==> config.mk <==
export PLATFORM = sky130hd
export DESIGN_NAME = vta_host_arb
export DESIGN_NICKNAME = d
export VERILOG_FILES = /design/src/rtl/vta_host_arb_pkg.sv /design/src/rtl/vta_rr_pick.sv /design/src/rtl/vta_host_arb.sv
export SDC_FILE = /design/constraint.sdc
export NUM_CORES = 1
export LEC_CHECK = 0
export CORE_ASPECT_RATIO = 0.8
export CORE_MARGIN = 4
export CORE_UTILIZATION = 44
export CTS_CLUSTER_SIZE = 14
export DETAILED_ROUTE_END_ITERATION = 10
export PLACE_DENSITY_LB_ADDON = 0.3
export SETUP_SLACK_MARGIN = 0.5
export SYNTH_ARGS = -nofsm -noshare
export SYNTH_HDL_FRONTEND = slang
export SYNTH_SLANG_ARGS = --single-unit
==> constraint.sdc <==
create_clock -name clock -period 4.2 [get_ports clock]
set_clock_uncertainty 0.15 [all_clocks]
set_input_delay 0.63 -clock clock [delete_from_list [all_inputs] [get_ports clock]]
set_output_delay 0.63 -clock clock [all_outputs]
set_load 0.02 [all_outputs]
==> src/rtl/vta_host_arb_pkg.sv <==
// Shared types and constants for the VTA host-register arbiter.
package vta_host_arb_pkg;

    typedef enum logic [1:0] {
        IDLE  = 2'd0,
        ISSUE = 2'd1,
        WAIT  = 2'd2
    } state_t;

    localparam logic OP_RD = 1'b0;
    localparam logic OP_WR = 1'b1;

    // Data returned to the requester when a read is abandoned on timeout.
    localparam logic [31:0] TMO_DATA = 32'hDEAD_BEEF;

    localparam int ERR_TMO   = 0;
    localparam int ERR_STRAY = 1;

endpackage

==> src/rtl/vta_rr_pick.sv <==
// Round-robin picker: first asserted request at or after ptr, with wrap-around.
module vta_rr_pick #(
    parameter int NUM_REQ = 2,
    parameter int IDX_W   = 1
) (
    input  logic [NUM_REQ-1:0] req,
    input  logic [IDX_W-1:0]   ptr,
    output logic [IDX_W-1:0]   grant,
    output logic               found
);

    // Scan offsets from farthest to nearest so the nearest hit wins.
    always_comb begin
        grant = '0;
        found = 1'b0;
        for (int off = NUM_REQ - 1; off >= 0; off--) begin
            if (req[IDX_W'((int'(ptr) + off) % NUM_REQ)]) begin
                grant = IDX_W'((int'(ptr) + off) % NUM_REQ);
                found = 1'b1;
            end
        end
    end

endmodule

==> src/rtl/vta_host_arb.sv <==
// Arbitrates several host-side requesters onto one register request port,
// keeping a single transaction outstanding and routing read data back.
//
// Handshakes: a requester's request is taken in the cycle where
// in_valid[i] && in_ready[i]; in_ready is only raised in IDLE, for at most
// one requester. Downstream, host_req_valid stays high with stable fields
// until the cycle host_req_deq is high, which completes the transfer.
module vta_host_arb #(
    parameter int NUM_REQ   = 2,
    parameter int ADDR_BITS = 8,
    parameter int DATA_BITS = 32,
    parameter int TIMEOUT   = 1024
) (
    input  logic                           clock,
    input  logic                           reset,
    input  logic [NUM_REQ-1:0]             in_valid,
    output logic [NUM_REQ-1:0]             in_ready,
    input  logic [NUM_REQ-1:0]             in_opcode,
    input  logic [NUM_REQ*ADDR_BITS-1:0]   in_addr,
    input  logic [NUM_REQ*DATA_BITS-1:0]   in_value,
    output logic [NUM_REQ-1:0]             out_resp_valid,
    output logic [DATA_BITS-1:0]           out_resp_bits,
    output logic                           host_req_valid,
    output logic                           host_req_opcode,
    output logic [ADDR_BITS-1:0]           host_req_addr,
    output logic [DATA_BITS-1:0]           host_req_value,
    input  logic                           host_req_deq,
    input  logic                           host_resp_valid,
    input  logic [DATA_BITS-1:0]           host_resp_bits,
    output logic [1:0]                     err,
    output logic [1:0]                     dbg_state,
    output logic [$clog2(NUM_REQ)-1:0]     dbg_rr_ptr
);
    import vta_host_arb_pkg::*;

    localparam int IDX_W = $clog2(NUM_REQ);
    localparam int CNT_W = $clog2(TIMEOUT + 1);

    state_t               state, state_nxt;
    logic [1:0]           rst_sync;
    logic                 run;
    logic [IDX_W-1:0]     pick_grant, grant_q, rr_ptr;
    logic                 pick_found, take;
    logic                 sel_op, op_q;
    logic [ADDR_BITS-1:0] sel_addr, addr_q;
    logic [DATA_BITS-1:0] sel_value, value_q, resp_bits_q;
    logic [NUM_REQ-1:0]   grant_oh, resp_valid_q;
    logic [CNT_W-1:0]     cnt_q;
    logic                 tmo_hit, finish_rd;
    logic [1:0]           err_q;

    // Reset is applied immediately but released through two flops.
    always_ff @(posedge clock or negedge reset) begin
        if (!reset) rst_sync <= 2'b00;
        else        rst_sync <= {rst_sync[0], 1'b1};
    end
    assign run = rst_sync[1];

    vta_rr_pick #(.NUM_REQ(NUM_REQ), .IDX_W(IDX_W)) u_pick (
        .req   (in_valid),
        .ptr   (rr_ptr),
        .grant (pick_grant),
        .found (pick_found)
    );

    // Select the picked requester's fields and the latched grant's one-hot.
    always_comb begin
        sel_op    = 1'b0;
        sel_addr  = '0;
        sel_value = '0;
        grant_oh  = '0;
        for (int i = 0; i < NUM_REQ; i++) begin
            if (pick_grant == IDX_W'(i)) begin
                sel_op    = in_opcode[i];
                sel_addr  = in_addr[i*ADDR_BITS +: ADDR_BITS];
                sel_value = in_value[i*DATA_BITS +: DATA_BITS];
            end
            if (grant_q == IDX_W'(i)) grant_oh[i] = 1'b1;
        end
    end

    assign tmo_hit   = (cnt_q == CNT_W'(TIMEOUT - 1));
    assign finish_rd = (state == WAIT) && (host_resp_valid || tmo_hit);

    // FSM state register.
    always_ff @(posedge clock or negedge reset) begin
        if (!reset) state <= IDLE;
        else        state <= state_nxt;
    end

    // Next state, grant strobe and handshake outputs.
    always_comb begin
        state_nxt      = state;
        take           = 1'b0;
        in_ready       = '0;
        host_req_valid = 1'b0;
        case (state)
            IDLE: begin
                if (run && pick_found) begin
                    take      = 1'b1;
                    state_nxt = ISSUE;
                    for (int i = 0; i < NUM_REQ; i++)
                        in_ready[i] = (pick_grant == IDX_W'(i));
                end
            end
            ISSUE: begin
                host_req_valid = 1'b1;
                if (host_req_deq) state_nxt = (op_q == OP_WR) ? IDLE : WAIT;
            end
            WAIT: begin
                if (host_resp_valid || tmo_hit) state_nxt = IDLE;
            end
            default: state_nxt = IDLE;
        endcase
    end

    // Latch the granted request, advance the pointer, run the wait counter.
    always_ff @(posedge clock or negedge reset) begin
        if (!reset) begin
            op_q    <= 1'b0;
            addr_q  <= '0;
            value_q <= '0;
            grant_q <= '0;
            rr_ptr  <= '0;
            cnt_q   <= '0;
        end else begin
            if (take) begin
                op_q    <= sel_op;
                addr_q  <= sel_addr;
                value_q <= sel_value;
                grant_q <= pick_grant;
                rr_ptr  <= (pick_grant == IDX_W'(NUM_REQ - 1)) ? '0
                                                               : pick_grant + IDX_W'(1);
            end
            if (state == ISSUE && host_req_deq) cnt_q <= '0;
            else if (state == WAIT)             cnt_q <= cnt_q + CNT_W'(1);
        end
    end

    // Response return (real data wins over timeout) and sticky error flags.
    always_ff @(posedge clock or negedge reset) begin
        if (!reset) begin
            resp_valid_q <= '0;
            resp_bits_q  <= '0;
            err_q        <= 2'b00;
        end else begin
            resp_valid_q <= '0;
            if (finish_rd) begin
                resp_valid_q <= grant_oh;
                if (host_resp_valid) begin
                    resp_bits_q <= host_resp_bits;
                end else begin
                    resp_bits_q     <= DATA_BITS'(TMO_DATA);
                    err_q[ERR_TMO]  <= 1'b1;
                end
            end
            if (host_resp_valid && state != WAIT) err_q[ERR_STRAY] <= 1'b1;
        end
    end

    assign out_resp_valid  = resp_valid_q;
    assign out_resp_bits   = resp_bits_q;
    assign host_req_opcode = op_q;
    assign host_req_addr   = addr_q;
    assign host_req_value  = value_q;
    assign err             = err_q;
    assign dbg_state       = state;
    assign dbg_rr_ptr      = rr_ptr;

endmodule

### Yosys cells after proc, flatten, opt, wreduce, memory -nomap -nowiden

Cells that the tools add are included.

* input bits: 120
* register bits after elaboration: 94
* logic and storage cells: 63
* output and inout bits: 83

* add/subtract/negate cells: 3
* multiplexer cells: 28
* magnitude comparators: 2
* reduce and logical (&&, ||, !) cells: 9
* equality and inequality tests: 7
* bitwise operators: 2

Operators by type and width (count)
* 32-bit 2-to-1 mux: 2
* 11-bit 2-to-1 mux: 2
* 1-bit 2-to-1 mux: 15
* 2-bit 2-to-1 mux: 7
* 11-bit by 1-bit adder with 11-bit output, second input constant: 1
* 11-bit by 10-bit == test with 1-bit output, second input constant: 1
* 8-bit 2-to-1 mux: 1
* 1-bit by 3-bit < comparator with 1-bit output, second input constant: 2
* 2-bit inequality test, second input constant: 3
* 2-bit case mux with 3 select lines: 1
* 1-bit logical AND: 4
* 3-bit AND reduction: 1
* 1-bit adder, second input constant: 2
* 2-bit by 1-bit == test with 1-bit output, second input constant: 1
* 2-bit == test, second input constant: 1
* 2-bit logical NOT: 1
* 2-bit by 1-bit inequality test with 1-bit output, second input constant: 1
* 1-bit inverter: 2
* 2-bit AND reduction: 1
* 2-bit nonzero test: 1
* 1-bit logical OR: 1

### Logic depth before layout (Yosys ltp)

* depth after elaboration: 9
* mapped depth: 6
* mapped depth without buffers: 4

### Hierarchy

Synthesis repeated with hierarchy kept, for this count alone.

* cells, all modules: 422
* area, all modules: 4315.4 µm²

Modules (own cells, without submodules)
* vta_host_arb: instances 1, seq. area each 2352.3 µm², cells an instance 420, area an instance 4301.6 µm²
* vta_rr_pick: instances 1, seq. area each 0.0 µm², cells an instance 2, area an instance 13.8 µm²

### Least setup slack after synthesis

Ideal clock, no wire load.

* path type: input to output
* start point: input in_valid[0]
* end point: output in_ready[0]
* setup slack: 1.818 ns
* data required time: 3.420 ns
* path buffers: 2
* data arrival time: 1.602 ns
* stages on the path: 4
* cell sequence: nor4bb_1 -> clkbuf_1 -> buf_2 -> nor2b_1

* word-level cells in the longest chain between the ends: 7
* elaborated cells between the ends (all ways): 12
* classes of those cells: mux: 10; bitwise: 1; reduce/logical: 1

Ends and longest elaborated chain
* start, declared: RTL line vta_host_arb.sv:16 `input logic [NUM_REQ-1:0] in_valid,`
* 1-bit 2-to-1 mux (implied by the code) (2 in series): RTL line vta_rr_pick.sv:17 `if (req[IDX_W'((int'(ptr) + off) % NUM_REQ)]) begin`
* 1-bit 2-to-1 mux (2 in series): RTL line vta_rr_pick.sv:17
* 1-bit logical AND / 1-bit inverter (equally long branches): RTL line vta_host_arb.sv:99, vta_host_arb.sv:103
* 2-bit 2-to-1 mux *: RTL line vta_host_arb.sv:99 `if (run && pick_found) begin`
* 2-bit 2-to-1 mux *: RTL line vta_host_arb.sv:97 `case (state)`
* end, declared: RTL line vta_host_arb.sv:17 `output logic [NUM_REQ-1:0] in_ready,`

Mark *: on every way between the ends. The rest lies on a longest branch, timed or not. The select of a mux whose other input is x is not followed.

### Worst setup path after layout

Same ends and word-level chain as after synthesis.

==> flow_summary_export.csv <==
group,metric,value,unit
run_status,status,"finished clean",
logic_synthesis,synth_cell_types,42,
final_layout,fin_util,71.5,%
worst_setup_path,max_stage_delay,0.62,ns
sta,timing.setup.tns,0,ns
global_route,grt_antenna_before_repair,0,
worst_setup_path,required,3.42,ns
sta,worst_slew_pin_slew,0.932,ns
worst_setup_path,worstPathMaxFanout,4,
logic_synthesis,synthArstFlopShare,100,%
sta,period_share,73.6,%
power,p_seq_share,37.5,%
clock_tree,cts_sinks,94,
global_route,grt_pass1_wl,18.9,mm
route,wire_per_inst,16.7,um
floorplan,start_util,46.3,%
route,first_pass_iters,4,
floorplan,die_area,0.0114,mm^2
route,drt.antenna.violating_nets,0,
job,cap_violations,0,
worst_setup_path,cp.arrival,2.31,ns
logic_synthesis,seq_area_frac_synth,54.8,%
sta,setup_ws,1.11,ns
final_layout,nNetsFinal,718,
worst_setup_path,critPathMostFrequentCell,"clkdlybuf4s50_1",
placement,dp_hpwl,8.87,mm
floorplan,ios,203,
route,vias,3758,
worst_setup_path,critical_path_class,"primary input to primary output",
clock_tree,root_buffer,"clkbuf_16",
clock_tree,clockBufferDepth,2,
global_route,grt_pass1_vias,3863,
final_layout,drive_gt1_share,8.31,%
logic_synthesis,ys.warnings.count,0,
power,p_sw_share,35.7,%
logic_synthesis,synthSimpleGateAreaFrac,11.4,%
power,p_comb_share,42.5,%
power,cellLeakagePower,2.79,nW
clock_tree,cts_buffers,9,
clock_tree,insertion_delay,0.33,ns
final_layout,fin_area,0.00663,mm^2
final_layout,areaGrowthSynthToFinish,54.5,%
logic_synthesis,synth_adder_area_share,0.292,%
logic_synthesis,netlist_area,0.00429,mm^2
global_route,gr-total-overflow,0,
logic_synthesis,synthesis.nets,528,
clock_tree,htreeDepth,3,
final_layout,diodes,0,
power,p_switching,1.32,mW
final_layout,fill_cells,713,
placement,port_buffers,201,
sta,rsz0062_at_grt,"false",
sta,drv_slew,0,
logic_synthesis,syn_avg_cell_area,10.5,um^2
route,via_per_inst,5.24,
sta,setup_viol,0,
power,clock_power_share,20.0,%
worst_setup_path,cp_slowest_cell,"clkdlybuf4s50_1",
global_route,grt_max_degree,75,
placement,post_dp_cell_area,0.00636,mm^2
worst_setup_path,path_cells,"clkdlybuf4s50_1 > nor4bb_4 > nor2b_1 > clkdlybuf4s50_1",
clock_tree,path_clk_slew,0.06,ns
final_layout,layout_common_cells,"200 x clkdlybuf4s50_1, 93 x dfrtp_1, 66 x nor2_1",
floorplan,die_w,118,um
floorplan,die_height,96.3,um
sta,final_hold_viol_count,0,
placement,pre_cts_ws,1.11,ns
logic_synthesis,synthMuxAreaShare,11.3,%
power,power_density,557,mW/mm^2
floorplan,core_area,0.00927,mm^2
floorplan,rows,31,
logic_synthesis,synth_xor_area_share,0.204,%
placement,place_congestion,0.820,
sta,min_period,3.09,ns
logic_synthesis,synth_top_family_by_area,"compound AO/OA/AOI/OAI gates",
clock_tree,post-cts-setup-buffers,0,
power,p_int,2.38,mW
logic_synthesis,synth_flop_cell,"dfrtp_1",
worst_setup_path,path_buf_inv,2,
min_path,hp-class,"register to register",
sta,max_slew_margin,37.9,%
route,remaining_drc_errors,0,
logic_synthesis,synth_edf_count,0,
global_route,track_usage,20.5,%
clock_tree,cts_tree,"done",
logic_synthesis,synth.ff_latch_count,94,
placement,place_inst,701,
clock_tree,ctsHoldBuffers,0,
clock_tree,cts_resized,0,
final_layout,final_common_cell,"clkdlybuf4s50_1",
worst_setup_path,crit_family,"buffers and inverters",
route,wl,12.0,mm
route,drtIter0Drc,134,
logic_synthesis,synth-compound-area-share,17.9,%
worst_setup_path,worstSetupStartpointType,"primary input",
logic_synthesis,synthCells,407,
sta,fmax,323,MHz
power,ir_drop,357,uV
worst_setup_path,worstSetupEndpointType,"primary output",
final_layout,instances_no_fill,717,
final timing paths:
check                                         start                      endpoint  slack [ns]  cells after the start
min                           rst_sync[0]$_DFF_PN0_         rst_sync[1]$_DFF_PN0_        0.21                      0
max in group asynchronous                     reset           grant_q$_DFFE_PN0P_        2.77                      2
min reg2reg                   rst_sync[0]$_DFF_PN0_         rst_sync[1]$_DFF_PN0_        0.21                      0
max reg2reg                dbg_state[1]$_DFFE_PN0P_           grant_q$_DFFE_PN0P_        1.99                      3
min in group asynchronous                     reset  out_resp_bits[7]$_DFFE_PN0P_        0.28                      1
max                                     in_valid[0]                   in_ready[0]        1.11                      4
worst register-to-register path, stage by stage (launching register included):
cell and delay, ns:
dfrtp_1 0.49, nor4bb_4 0.44, buf_4 0.59, mux2_2 0.43
layout make-up:
type | instances | area (um^2) | share of cell area [%]
Sequential cell | 94 | 2350 | 35.5
Timing Repair Buffer | 209 | 2070 | 31.2
Multi-Input combinational cell | 280 | 1780 | 26.9
Clock buffer | 13 | 250 | 3.78
Tap cell | 115 | 144 | 2.17
Clock inverter | 3 | 20.0 | 0.302
Inverter | 3 | 11.3 | 0.170
logic make-up (layout without fill, tap and decap cells):
group,after synthesis,in the layout
simple gates,109,109
mux,48,48
compound gates,120,120
buf+inv,33,228
flops,94,94
fa+ha+maj,1,1
other cells,1,1
xor+xnor,1,1
layer usage:
metal,GRT usage [%],wire [um]
met5,0,0
met4,6.27,195
met3,6.99,916
met2,35.6,6150
met1,24.5,4710
cell usage after synthesis (2+ instances only):
cell type,n,area [um^2]
o22ai_1,24,150
dfrtp_1,94,2350
a21oi_1,47,235
inv_1,2,7.51
mux2_2,2,22.5
a22oi_1,8,60.1
buf_8,2,30.0
buf_2,17,85.1
a21oi_2,20,175
nor3_1,2,10.0
mux2i_1,46,460
nor2b_1,3,18.8
nor2_1,66,248
nand3b_1,2,15.0
o41ai_1,2,17.5
nand2_1,18,67.6
o311ai_0,2,17.5
a21o_1,4,30.0
clkbuf_1,10,37.5
o21ai_0,9,45.0
nand3_1,6,30.0
sequential cells by signal, summed over array words and instances (netlist names):
signal and flops:
host_req_opcode 1, host_req_addr 8, err 2, out_resp_valid 2
cnt_q 11, out_resp_bits 32, grant_q 1, host_req_value 32
dbg_rr_ptr 1, rst_sync 2, dbg_state 2
power by group through the flow:
stage / Sequential [mW] / Clock (mW) / Combinational, mW
floorplan: 1.61 / 0 / 0.591
global placement: 1.38 / 0 / 1.55
detailed placement: 1.40 / 0 / 1.58
CTS: 1.39 / 0.763 / 1.59
global route: 1.43 / 0.804 / 1.68
finish: 1.38 / 0.738 / 1.57
stage by stage:
| stage | hold slack (ns) | power [mW] |
|---|---|---|
| finish | 0.206 | 3.69 |
| global route | 0.217 | 3.91 |
| CTS | 0.206 | 3.74 |
| detailed placement | 0.191 | 2.99 |
| global placement | 0.183 | 2.93 |
| floorplan | 0.181 | 2.21 |
No activity file was read; power rests on OpenSTA's default activity.
